--- config.mk ---
export PLATFORM = sky130hd
export DESIGN_NAME = odd_number_gen_flat
export DESIGN_NICKNAME = d
export VERILOG_FILES = /design/src/rtl/odd_number_gen_pkg.sv /design/src/rtl/odd_number_gen_if.sv /design/src/rtl/odd_number_gen.sv /design/src/flat_wrapper.sv
export SDC_FILE = /design/constraint.sdc
export NUM_CORES = 1
export LEC_CHECK = 0
export BUFFER_PORTS_ARGS = -buffer_cell sky130_fd_sc_hd__buf_2
export CAP_MARGIN = 15
export CORE_UTILIZATION = 30
export DETAILED_ROUTE_END_ITERATION = 8
export HOLD_SLACK_MARGIN = 0.02
export PLACE_DENSITY = 0.54
export SLEW_MARGIN = 15
export SYNTH_ARGS = -nofsm -noshare
export SYNTH_HDL_FRONTEND = slang
export SYNTH_SLANG_ARGS = --single-unit
--- constraint.sdc ---
create_clock -name clk -period 3.62 [get_ports clk]
set_clock_uncertainty 0.15 [all_clocks]
set_input_delay 0.905 -clock clk [delete_from_list [all_inputs] [get_ports clk]]
set_output_delay 0.905 -clock clk [all_outputs]
set_load 0.005 [all_outputs]
--- src/rtl/odd_number_gen_pkg.sv ---
// ---------------------------------------------------------------------------
// odd_number_gen_pkg
//   Shared constants for the odd number generator.
//   - ODD_W            : default data width of the generated stream
//   - ST_IDLE/RUN/FIN  : 2-bit sequencer state encodings
// ---------------------------------------------------------------------------
package odd_number_gen_pkg;

  localparam int ODD_W = 32;

  localparam logic [1:0] ST_IDLE = 2'd0;
  localparam logic [1:0] ST_RUN  = 2'd1;
  localparam logic [1:0] ST_FIN  = 2'd2;

endpackage : odd_number_gen_pkg

--- src/rtl/odd_number_gen_if.sv ---
// ---------------------------------------------------------------------------
// odd_number_gen_if
//   Valid/ready stream carrying one odd value per transfer.
//   - num       : current odd value
//   - num_valid : num holds a valid value
//   - num_ready : consumer accepts num this cycle
//   master = producer (odd_number_gen), slave = consumer.
// ---------------------------------------------------------------------------
interface odd_number_gen_if
  import odd_number_gen_pkg::*;
#(
  parameter int W = ODD_W
);

  logic [W-1:0] num;
  logic         num_valid;
  logic         num_ready;

  modport master (
    output num,
    output num_valid,
    input  num_ready
  );

  modport slave (
    input  num,
    input  num_valid,
    output num_ready
  );

endinterface : odd_number_gen_if

--- src/rtl/odd_number_gen.sv ---
// ---------------------------------------------------------------------------
// odd_number_gen
//   Streams ascending odd numbers over an inclusive [start_val, end_val]
//   range through a valid/ready handshake, then pulses done.
//
//   state | meaning
//   ------+----------------------------------------------------------
//   IDLE  | waiting for start; count/err/num hold last sequence result
//   RUN   | num_valid high, advancing by 2 on each transfer
//   FIN   | one-cycle done pulse, returns to IDLE
//
//   Ports:
//   - clk, rst          : clock, asynchronous active-high reset
//   - start, abort      : begin a sequence / terminate a running one
//   - start_val,end_val : range bounds, sampled on accepted start
//   - stream (master)   : num / num_valid / num_ready
//   - count             : values transferred in current or last sequence
//   - busy, done, err   : status (busy in RUN/FIN, done pulse, empty range)
// ---------------------------------------------------------------------------
module odd_number_gen
  import odd_number_gen_pkg::*;
#(
  parameter int W = ODD_W
) (
  input  logic                      clk,
  input  logic                      rst,
  input  logic                      start,
  input  logic                      abort,
  input  logic [W-1:0]              start_val,
  input  logic [W-1:0]              end_val,
  odd_number_gen_if.master          stream,
  output logic [W-1:0]              count,
  output logic                      busy,
  output logic                      done,
  output logic                      err
);

  logic [1:0]   state;
  logic [1:0]   state_nxt;

  logic [W-1:0] end_q;
  logic [W-1:0] num_q;
  logic         valid_q;
  logic [W-1:0] count_q;
  logic         err_q;

  logic [W-1:0] first;
  logic         empty_range;
  logic         xfer;
  logic [W:0]   nxt_w;
  logic         run_last;

  // Forcing bit 0 rounds an even bound up; an even 2^W-2 becomes 2^W-1,
  // so this can never overflow.
  assign first       = start_val | W'(1);
  assign empty_range = (first > end_val);

  assign xfer = valid_q & stream.num_ready;

  // Increment carried at W+1 bits so a step past 2^W-1 is caught instead
  // of wrapping back to a small odd value.
  assign nxt_w    = {1'b0, num_q} + (W+1)'(2);
  assign run_last = nxt_w[W] | (nxt_w > {1'b0, end_q});

  // ---------------- state register ----------------
  always_ff @(posedge clk or posedge rst) begin
    if (rst) begin
      state <= ST_IDLE;
    end else begin
      state <= state_nxt;
    end
  end

  // ---------------- next-state logic ----------------
  always_comb begin
    state_nxt = state;
    case (state)
      ST_IDLE: begin
        if (start) begin
          state_nxt = empty_range ? ST_FIN : ST_RUN;
        end
      end
      ST_RUN: begin
        if (abort || (xfer && run_last)) begin
          state_nxt = ST_FIN;
        end
      end
      ST_FIN: begin
        state_nxt = ST_IDLE;
      end
      default: begin
        state_nxt = ST_IDLE;
      end
    endcase
  end

  // ---------------- output logic ----------------
  always_comb begin
    busy             = (state != ST_IDLE);
    done             = (state == ST_FIN);
    stream.num       = num_q;
    stream.num_valid = valid_q;
    count            = count_q;
    err              = err_q;
  end

  // ---------------- datapath registers ----------------
  always_ff @(posedge clk or posedge rst) begin
    if (rst) begin
      end_q   <= '0;
      num_q   <= '0;
      valid_q <= 1'b0;
      count_q <= '0;
      err_q   <= 1'b0;
    end else begin
      case (state)
        ST_IDLE: begin
          if (start) begin
            end_q   <= end_val;
            count_q <= '0;
            err_q   <= empty_range;
            // On an empty range num keeps the previous sequence's value.
            if (!empty_range) begin
              num_q   <= first;
              valid_q <= 1'b1;
            end else begin
              valid_q <= 1'b0;
            end
          end
        end
        ST_RUN: begin
          // A transfer coinciding with abort still counts: the consumer
          // has already taken num.
          if (xfer) begin
            count_q <= count_q + W'(1);
          end
          if (abort) begin
            valid_q <= 1'b0;
          end else if (xfer) begin
            if (run_last) begin
              valid_q <= 1'b0;
            end else begin
              num_q <= nxt_w[W-1:0];
            end
          end
        end
        default: begin
          valid_q <= 1'b0;
        end
      endcase
    end
  end

  // ---------------- protocol checks ----------------
  // A stalled value must stay put until the consumer takes it.
  a_stall_hold : assert property (@(posedge clk) disable iff (rst)
    (state == ST_RUN && valid_q && !stream.num_ready && !abort)
      |=> (valid_q && $stable(num_q)));

  // Only odd values are ever offered.
  a_odd_only : assert property (@(posedge clk) disable iff (rst)
    valid_q |-> num_q[0]);

  // num_valid is high exactly in RUN.
  a_valid_run : assert property (@(posedge clk) disable iff (rst)
    valid_q == (state == ST_RUN));

endmodule : odd_number_gen
--- src/flat_wrapper.sv ---
// flat-port wrapper written by rule: the top's interface ports become plain ports
module odd_number_gen_flat import odd_number_gen_pkg::*;
#(
  parameter int W = ODD_W
)
  (clk, rst, start, abort, start_val, end_val, count, busy, done, err, stream_num, stream_num_valid, stream_num_ready);
  odd_number_gen_if #(.W(W)) stream_i ();
  input  logic clk;
  input  logic rst;
  input  logic start;
  input  logic abort;
  input  logic [W-1:0] start_val;
  input  logic [W-1:0] end_val;
  output logic [W-1:0] count;
  output logic busy;
  output logic done;
  output logic err;
  output wire logic [$bits(stream_i.num)-1:0] stream_num;
  output wire logic [$bits(stream_i.num_valid)-1:0] stream_num_valid;
  input wire logic [$bits(stream_i.num_ready)-1:0] stream_num_ready;
  assign stream_num = stream_i.num;
  assign stream_num_valid = stream_i.num_valid;
  assign stream_i.num_ready = stream_num_ready;
  odd_number_gen #(.W(W)) u_core (.clk(clk), .rst(rst), .start(start), .abort(abort), .start_val(start_val), .end_val(end_val), .stream(stream_i), .count(count), .busy(busy), .done(done), .err(err));
endmodule
==> summary.md, run 1 <==
| Metric | Value |
|---|---|
| Area delta synth->final | 38.7% |
| Clk sinks | 100 |
| Distinct cell type count after synthesis | 59 |
| Top cell type's share of synthesized area | 36.7% |
| Antenna violations before repair | 0 |
| CTS Buf Count | 9 |
| Global Route Usage Sum | between 10% and 20% |
| Max_cap viols | 0 |
| Post-Synthesis Cells | between 700 and 800 |
| Worst-Skew Late Latency | 0.36 ns |
| Chip Width | 153 um |
| Clock share of power | 14.7% |
| Max clock buf depth | 2 |
| RSZ-0062 raised after global routing | yes |
| Peak Freq | 253 MHz |
| Yosys top cell by area | dfrtp_1 |
| Vias in the first global route | 6431 |
| Final core utilization | 42.9% |
| WL/cell | approximately 17 um |
| Post-synth top flop | dfrtp_1 |
| Leak | 4.61 nW |
| CTS root buffer | clkbuf_16 |
| Layout cells sized above 1 | about a third |
| Req. time, crit path | 3.72 ns |
| Final setup viols | 33 |
| Final Worst Setup Slack | -0.328 ns |
| CP Launch Type | flip-flop |
| Site row count | 54 |
| Post-layout nets | between 1000 and 1500 |
| Hold slack | about 0.34 ns |
| H-Tree Depth | 3 |
| Cell area after synthesis | 6820 um^2 |
| Synthesized net count | 923 |
| Routed Antenna Nets | 0 |
| Worst-path fanout max | 5 |
| Critical Path End Type | flip-flop |
| Avg Synthesized Cell Area | 8.64 um^2 |
| # diodes | 0 |
| Yosys warns | 0 |
| GPL Wtd Cong | 0.819 |
| Die ar. | 23300 um^2 |
| Final slew viol count | 0 |
| CTS tree | done |
| Net Sw Frac | 43.9% |
| Clk slew on worst S/H paths | 0.08 ns |
| First-pass GRT wire length | 35.5 mm |
| Post-DP HPWL | 17.2 mm |
| I/O Pins | ~140 |
| Class of the tightest hold or removal check | flip-flop to flip-flop |
| Die Y | around 150 um |
| Synth Area in Compound Gates | around 16% |
| Routed wire length | around 22 mm |
| Internal power | slightly below 4 mW |
| CORE AREA | 22000 um^2 |
| Routed vias/inst | about 5 |
| Synth Register Bits | 100 |
| Via count | approximately 6700 |
| Kind of critical path | flip-flop to flip-flop |
| Final hold vios | 0 |
| DRC violations left | 9 |
| Sequential share of the synthesized area | 36.7% |
| Seq pwr share | around a quarter |
| DRT Pass-1 Iters | 7 |
| Post-synthesis mux area share | 0.165% |
| Crit path time final | 3.95 ns |
| Outcome | finished, violations left |
| Slew @ Worst Pin | approximately 0.81 ns |
| Adder-cell share of the synthesized area | 11.9% |
| Ys async rst share | 100% |
| Pwr dens | approximately 730 nW/um^2 |
| Post-Synth Simple-Gate Area | 21.8% |
| FILL cells | 2261 |
| Top cells by area, synth | dfrtp_1, ha_1, inv_1, nand2_1, o21ai_0 |
| Worst ir drop on vdd | 0.000562 V |
| Port bufs | between 100 and 150 |
| Largest net degree at the start of global routing | 38 |
| Pwr Total | 6.91 mW |
| XOR/XNOR Fraction of Synth Area | 7.07% |
| Tcrit/Tclk final | 109% |
| Combinational share of power | 60.4% |
| Relative slew margins | between 40% and 50% |
| WP data arrival | 4.05 ns |
| Largest family of logic cells by synthesized area | simple AND/OR/NAND/NOR gates |
| Psw | 3.04 mW |
| Initial Util | around 31% |
| Post-synth EDFFs | 0 |
| Initial DRC Count | 366 |
| Failing checks | DRC, setup timing |
| Grt total ovfl | 0 |
power by group through the flow:
stage / registers (mW) / logic (mW) / clock network (mW)
global route: 1.77 / 4.60 / 1.07
CTS: 1.72 / 4.11 / 1.03
global placement: 1.74 / 3.91 / 0
finish: 1.72 / 4.17 / 1.01
detailed placement: 1.74 / 3.96 / 0
floorplan: 1.81 / 2.07 / 0
worst paths after layout:
check,startpoint,to,slack [ns],depth (start not counted)
max,u_core.stream.num[2],u_core.stream.num[31],-0.33,26
min,u_core.end_q[0],u_core.end_q[0],0.34,2
max reg2reg,u_core.stream.num[2],u_core.stream.num[31],-0.33,26
min reg2reg,u_core.end_q[0],u_core.end_q[0],0.34,2
max in group asynchronous,rst,u_core.stream.num[1],2.10,3
min in group asynchronous,rst,u_core.err,0.53,2
repair_timing:
action | 4_1_cts | 5_1_grt
gates resized for setup | 25 | 11
endpoints found under the setup margin | 33 | 34
buffers inserted | 21 | 4
pin swaps | 6 | 8
hold buffers | 0 | 0
cell usage in the layout (no fill, tap or decap), drive strengths merged, types with 27 or more instances in the layout:
cell,synthesis,final
a21oi,31,31
buf,10,285
dfrtp,100,100
ha,65,65
inv,88,91
nand2,80,80
nand3,28,28
nand4,28,28
nor2,59,59
nor3,48,48
o21ai,53,53
xnor2,28,28
xor2,27,27
cells in the mapped netlist, types with 3 or more instances:
| cell type | instances |
|---|---|
| a31oi_1 | 10 |
| a311oi_1 | 11 |
| xor2_1 | 27 |
| o31ai_1 | 4 |
| o21a_1 | 3 |
| xnor2_1 | 28 |
| buf_2 | 10 |
| clkbuf_1 | 18 |
| nor4_1 | 7 |
| dfrtp_1 | 100 |
| or3_1 | 4 |
| a21oi_1 | 31 |
| nor3_1 | 46 |
| nand2_1 | 79 |
| nor2_1 | 57 |
| and3_1 | 14 |
| nand3_1 | 27 |
| nand4_1 | 27 |
| a21o_1 | 3 |
| ha_1 | 65 |
| o22ai_1 | 3 |
| o211ai_1 | 5 |
| nor2b_1 | 4 |
| a221o_1 | 9 |
| inv_1 | 87 |
| o21ai_0 | 52 |
| a211oi_1 | 10 |
| and2_1 | 3 |
| nor4_4 | 3 |
| and4_1 | 7 |
state kept, by name, summed over array words and instances, names as in the netlist:
| register | flops |
|---|---|
| u_core.stream.num_valid | 1 |
| u_core.stream.num | 32 |
| u_core.state | 2 |
| u_core.count | 32 |
| u_core.err | 1 |
| u_core.end_q | 32 |
through the flow:
step | TNS, ns | instance area (um^2) | cells | setup WS, ns
finish | -6.92 | 9450 | 1342 | -0.328
detailed placement | -9.39 | 8790 | 1301 | -0.352
global placement | -8.40 | 8790 | 1301 | -0.307
CTS | -6.47 | 9370 | 1338 | -0.248
global route | -13.43 | 9450 | 1342 | -0.476
floorplan | -7.53 | 6900 | 789 | -0.386
area by class of cell:
cell class | instances | area [um^2] | area share [%]
Multi-Input combinational cell | 573 | 4060 | 43.0
Sequential cell | 100 | 2500 | 26.5
Timing Repair Buffer | 285 | 1900 | 20.1
Tap cell | 280 | 350 | 3.71
Inverter | 88 | 334 | 3.53
Clock buffer | 9 | 225 | 2.38
Clock inverter | 7 | 76.3 | 0.808
worst max-delay path, stage by stage (launching register included):
cell and delay [ns]:
dfrtp_1 0.40, ha_4 0.17, nand3_4 0.08, or4_4 0.45, nor4_4 0.23, buf_6 0.17
nand2_1 0.08, nor2_2 0.13, buf_4 0.12, buf_4 0.10, buf_4 0.09, buf_4 0.09
buf_4 0.09, buf_4 0.09, buf_4 0.09, buf_4 0.09, buf_4 0.10, buf_4 0.09
buf_4 0.09, buf_4 0.10, buf_4 0.09, buf_4 0.09, buf_4 0.09, buf_4 0.09
buf_4 0.09, nand3_1 0.07, a221o_1 0.32
cell families after synthesis:
logic type / count (synthesis)
simple gates: 291
compound gates: 161
flops: 100
buf+inv: 116
mux: 1
xor+xnor: 55
fa+ha+maj: 65
metal layers:
metal | GRT usage (%) | routed length, um | part of all wire (%)
met1 | 27.1 | 10300 | 46
met4 | 4.95 | 340 | 1.5
met5 | 0 | 0 | 0
met2 | 31.1 | 10400 | 46
met3 | 3.81 | 1360 | 6.1
(Power assumes the default switching activity.)
==> run 2, diff against run 1 <==
--- a/config.mk
+++ b/config.mk
@@ -12,4 +12,5 @@
 export HOLD_SLACK_MARGIN = 0.02
 export PLACE_DENSITY = 0.54
+export REMOVE_ABC_BUFFERS = 1
 export SLEW_MARGIN = 15
 export SYNTH_ARGS = -nofsm -noshare
--- a/constraint.sdc
+++ b/constraint.sdc
@@ -3,3 +3,3 @@
 set_input_delay 0.905 -clock clk [delete_from_list [all_inputs] [get_ports clk]]
 set_output_delay 0.905 -clock clk [all_outputs]
-set_load 0.005 [all_outputs]
+set_load 0.01 [all_outputs]
==> run 2 against run 1 <==
The flow still finishes with violations (DRC, setup timing). Register-to-register slack better by 0.03 ns. Critical endpoint is now u_core.stream.num[5]. First-iteration DRC count down 1.9%. Clock power up 7%. Core utilization increased by 0.17 points. Critical path type unchanged. Combinational power decreased by 1%. Sequential share of layout area fell by 0.12 points.
==> summary.md, run 2 (synthesis results as in run 1) <==
| Metric | Value |
|---|---|
| Outcome | finished, violations left |
| Failing checks | DRC, setup timing |
| Final core utilization | 43.1% (+0.17 points) |
| Chip Width | 153 um (unchanged) |
| GPL Wtd Cong | 0.802 (-2.1%) |
| Routed wire length | 21.4 mm (-4.6%) |
| Clk sinks | 100 (unchanged) |
| CTS Hold Bufs | 0 (unchanged) |
| Crit path time final | 3.92 ns (-0.0314 ns) |
| Routed vias/inst | 4.92 (-1.4%) |
| CTS Buf Count | 9 (unchanged) |
| CP Launch Type | flip-flop |
| Worst-path fanout max | 6 (+1) |
| Req. time, crit path | 3.74 ns (+0.02 ns) |
| Slew @ Worst Pin | 0.651 ns (-0.163 ns) |
| Post-layout nets | 1203 (+1.0%) |
| First-pass GRT wire length | 34.2 mm (-3.7%) |
| # diodes | 0 (unchanged) |
| Site row count | 54 (unchanged) |
| Max clock buf depth | 2 (unchanged) |
| WL/cell | 15.8 um (-5.5%) |
| Worst ir drop on vdd | 0.000384 V (-32%) |
| Final Worst Setup Slack | -0.296 ns (+0.0314 ns) |
| Via count | 6659 (-0.49%) |
| I/O Pins | 137 (unchanged) |
| DRT Pass-1 Iters | 7 (unchanged) |
| Largest net degree at the start of global routing | 59 (+55%) |
| Final setup viols | 34 (+3.0%) |
| Initial DRC Count | 359 (-1.9%) |
| Max_cap viols | 0 (unchanged) |
| Pwr dens | 730 nW/um^2 (-0.22%) |
| Pwr Total | 6.92 mW (+0.17%) |
| Area delta synth->final | 39.2% |
| Class of the tightest hold or removal check | flip-flop to flip-flop |
| Leak | 4.64 nW (+0.71%) |
| Routed Antenna Nets | 0 (unchanged) |
| Die ar. | 23300 um^2 (unchanged) |
| Antenna violations before repair | 0 (unchanged) |
| Layout cells sized above 1 | 33.6% (about the same) |
| CTS tree | done |
| Peak Freq | 255 MHz (+0.80%) |
| Grt total ovfl | 0 (unchanged) |
| Clk slew on worst S/H paths | 0.07 ns (about the same) |
| RSZ-0062 raised after global routing | yes |
| Vias in the first global route | 6497 (+1.0%) |
| Final hold vios | 0 (unchanged) |
| CORE AREA | 22000 um^2 (unchanged) |
| DRC violations left | 10 (+1) |
| Global Route Usage Sum | 18.7% (-0.83 points) |
| Final slew viol count | 0 (unchanged) |
| Most frequent cells in the layout | buf_4, buf_2, dfrtp_1, inv_1, nand2_1 |
| WP data arrival | 4.03 ns (-0.02 ns) |
| Initial Util | 30.9% (unchanged) |
| Tcrit/Tclk final | 108% (-0.87 points) |
| H-Tree Depth | 3 (unchanged) |
| Critical Path End Type | flip-flop |
| Relative slew margins | 56.6% (+11 points) |
| FILL cells | 2250 (-0.49%) |
| Post-DP HPWL | 16.8 mm (-2.4%) |
| Commonest non-fill, non-tap cell in the layout | buf_4 |
| CTS root buffer | clkbuf_16 |
| Die Y | 153 um (unchanged) |
| Kind of critical path | flip-flop to flip-flop |
| Port bufs | 135 (unchanged) |
| Worst-Skew Late Latency | 0.36 ns (about the same) |
## run 2: power by group
group	total [mW]	internal [mW]	switching (mW)	leakage, nW
Combinational	4.13	1.86	2.27	3.24
Clock	1.08	0.616	0.469	0.155
Sequential	1.71	1.49	0.222	1.25
## run 2: timing repair
item,4_1_cts,5_1_grt
cloned,0,0
pin swaps,5,6
setup endpoints to repair,34,34
gates resized for setup,19,17
buffers inserted,2,2
## run 2: critical path, cell delays in order, from the launching register on
cell      delay [ns]
dfrtp_1         0.37
ha_2            0.20
nand3_2         0.10
or4_4           0.49
nor4_4          0.17
buf_6           0.17
nand3_4         0.11
xnor2_2         0.15
ha_1            0.31
o21a_1          0.20
a21oi_2         0.14
o2111a_1        0.23
o211ai_1        0.13
o211ai_1        0.25
nand2_2         0.22
buf_4           0.19
a211oi_1        0.22
## run 2: layer usage
layer  wire, um  global-route usage (%)  up-vias  share of wire, %
met5          0                       0        -                 0
met4        340                    5.53        0               1.6
met3        944                    2.96       22               4.4
met2      10300                    31.7      175                48
met1       9860                    24.5     3100                46
li1           -                       -     3362                 -
## run 2: layout make-up
class / instances / area [um^2] / share of cell area, %
repair buffers: 297 / 1960 / 20.7
inverters: 88 / 333 / 3.51
clock inverters: 6 / 96.3 / 1.02
clock buffers: 10 / 229 / 2.41
multi-input cells: 573 / 4010 / 42.3
well taps: 280 / 350 / 3.69
flip-flops and latches: 100 / 2500 / 26.4
## run 2: worst paths after layout
kind	start	end	slack [ns]	depth (start not counted)
worst max-delay path	u_core.stream.num[2]	u_core.stream.num[5]	-0.30	16
worst min-delay path	u_core.end_q[0]	u_core.end_q[0]	0.34	2
worst max register to register	u_core.stream.num[2]	u_core.stream.num[5]	-0.30	16
worst min register to register	u_core.end_q[0]	u_core.end_q[0]	0.34	2
max in group asynchronous	rst	u_core.end_q[17]	2.08	3
min in group asynchronous	rst	u_core.count[31]	0.48	2
## run 2: through the flow
| stage | setup WS (ns) | instances | TNS, ns | hold slack, ns | cell area [um^2] |
|---|---|---|---|---|---|
| 2_1_floorplan | -0.886 | 761 | -24.85 | 0.300 | 6700 |
| 3_3_place_gp | -0.422 | 1334 | -11.82 | 0.316 | 8960 |
| 3_5_place_dp | -0.469 | 1334 | -13.61 | 0.327 | 8960 |
| 4_1_cts | -0.362 | 1352 | -9.79 | 0.343 | 9390 |
| 5_1_grt | -0.521 | 1354 | -14.92 | 0.382 | 9490 |
| 6_report | -0.296 | 1354 | -7.50 | 0.345 | 9490 |
==> run 3, diff against run 2 <==
RECOVER_POWER = 100   (was unset)
==> run 3 against run 2 <==
The run ends with DRC, capacitance limit, slew limit, setup timing left. Wire length up 0.11%. First-iteration DRC count shrank 5.0%. Fmax shrank 0.67%. Power is 1.3% lower. Largest cell class unchanged. Largest power group unchanged.
==> summary.md, run 3 (synthesis results as in run 1) <==
| Metric | Value |
|---|---|
| Die Y | 153 um (unchanged) |
| Peak Freq | 254 MHz (-0.67%) |
| DRC violations left | 10 (unchanged) |
| Slew @ Worst Pin | 2.15 ns (+1.50 ns) |
| Worst ir drop on vdd | 0.000386 V (+0.35%) |
| Initial DRC Count | 341 (-5.0%) |
| Worst-path fanout max | 6 (unchanged) |
| Largest net degree at the start of global routing | 59 (unchanged) |
| Final hold vios | 0 (unchanged) |
| Pwr Total | 6.83 mW (-1.3%) |
| WL/cell | 15.8 um (+0.11%) |
| Routed vias/inst | 4.91 (-0.24%) |
| Vias in the first global route | 6497 (unchanged) |
| Grt total ovfl | 0 (unchanged) |
| Req. time, crit path | 3.73 ns (about the same) |
| H-Tree Depth | 3 (unchanged) |
| Max clock buf depth | 2 (unchanged) |
| Class of the tightest hold or removal check | flip-flop to flip-flop |
| Post-DP HPWL | 16.8 mm (unchanged) |
| CTS tree | done |
| WP data arrival | 4.06 ns (+0.03 ns) |
| Most frequent cells in the layout | buf_4, dfrtp_1, inv_1, buf_2, nand2_1 |
| CTS Hold Bufs | 0 (unchanged) |
| Post-layout nets | 1203 (unchanged) |
| CTS Buf Count | 9 (unchanged) |
| Routed Antenna Nets | 0 (unchanged) |
| # diodes | 0 (unchanged) |
| Die ar. | 23300 um^2 (unchanged) |
| Final Worst Setup Slack | -0.323 ns (-0.0264 ns) |
| Routed wire length | 21.4 mm (+0.11%) |
| First-pass GRT wire length | 34.2 mm (unchanged) |
| RSZ-0062 raised after global routing | yes |
| Outcome | finished, violations left |
| Clk sinks | 100 (unchanged) |
| Pwr dens | 731 nW/um^2 (+0.25%) |
| CTS root buffer | clkbuf_16 |
| Critical Path End Type | flip-flop |
| Commonest non-fill, non-tap cell in the layout | buf_4 |
| Relative slew margins | -44.2% (-100 points) |
| Clk slew on worst S/H paths | 0.07 ns (about the same) |
| Worst-Skew Late Latency | 0.36 ns (about the same) |
| Final setup viols | 34 (unchanged) |
| Final slew viol count | 84 (+84) |
| Crit path time final | 3.94 ns (+0.0264 ns) |
| Kind of critical path | flip-flop to flip-flop |
| Antenna violations before repair | 0 (unchanged) |
| Initial Util | 30.9% (unchanged) |
| Cells after DPL | 1334 (unchanged) |
| Chip Width | 153 um (unchanged) |
| Layout cells sized above 1 | 27.2% (-6.4 points) |
| Leak | 4.38 nW (-5.6%) |
| I/O Pins | 137 (unchanged) |
| Max_cap viols | 2 (+2) |
| Final Non-Filler Cells | 1354 (unchanged) |
| Failing checks | DRC, capacitance limit, slew limit, setup timing |
| GPL Wtd Cong | 0.802 (unchanged) |
| Port bufs | 135 (unchanged) |
| Site row count | 54 (unchanged) |
| Area delta synth->final | 37.1% |
| Global Route Usage Sum | 18.7% (unchanged) |
| Via count | 6643 (-0.24%) |
| CP Launch Type | flip-flop |
| Tcrit/Tclk final | 109% (+0.73 points) |
| DRT Pass-1 Iters | 7 (unchanged) |
| CORE AREA | 22000 um^2 (unchanged) |
## run 3: repair_timing
item	in CTS	in global routing
setup endpoints to repair	34	34
setup buffers	2	2
pin swaps	5	6
resized for setup	19	17
## run 3: final timing paths
path / from / cells after the start / slack [ns] / end
worst max-delay path: u_core.stream.num[2] / 16 / -0.32 / u_core.stream.num[5]
min in group asynchronous: rst / 2 / 0.95 / u_core.count[31]
worst min register to register: u_core.end_q[0] / 2 / 0.34 / u_core.end_q[0]
worst min-delay path: u_core.end_q[0] / 2 / 0.34 / u_core.end_q[0]
worst max register to register: u_core.stream.num[2] / 16 / -0.32 / u_core.stream.num[5]
max in group asynchronous: rst / 3 / 0.62 / u_core.stream.num[19]
## run 3: critical path: stages (launching register included)
cell	delay, ns
dfrtp_1	0.37
ha_2	0.20
nand3_2	0.10
or4_4	0.49
nor4_4	0.17
buf_6	0.17
nand3_4	0.11
xnor2_2	0.17
ha_1	0.31
o21a_1	0.20
a21oi_2	0.15
o2111a_1	0.24
o211ai_1	0.13
o211ai_1	0.25
nand2_2	0.22
buf_4	0.19
a211oi_1	0.23
## run 3: metrics by stage
stage          cell area (um^2)  util, %  TNS [ns]  hold WS, ns  setup WS, ns
5_1_grt                    9340     42.4    -14.93        0.382        -0.521
2_1_floorplan              6700        -    -24.85        0.300        -0.886
4_1_cts                    9390     42.6     -9.79        0.343        -0.362
6_report                   9340     42.4     -8.34        0.341        -0.323
3_3_place_gp               8960     40.7    -11.82        0.316        -0.422
3_5_place_dp               8960     40.7    -13.61        0.327        -0.469
## run 3: final cells by class
type / count / area [um^2]
well taps: 280 / 350
clock inverters: 6 / 96.3
fillers: 2301 / 12700
multi-input cells: 573 / 4010
clock buffers: 10 / 229
inverters: 88 / 332
repair buffers: 297 / 1830
flip-flops and latches: 100 / 2500
## run 3: power by group
part / total [mW] / internal, mW / switching (mW)
Combinational: 4.04 / 1.76 / 2.28
Clock: 1.08 / 0.616 / 0.467
Sequential: 1.71 / 1.49 / 0.221
Total: 6.83 / 3.87 / 2.96
## run 3: metal layers
metal / share of wire (%) / wire (um) / GRT usage, %
met1: 47 / 9990 / 24.5
met2: 48 / 10200 / 31.7
met3: 4.0 / 858 / 2.96
met4: 1.6 / 343 / 5.53
met5: 0 / 0 / 0
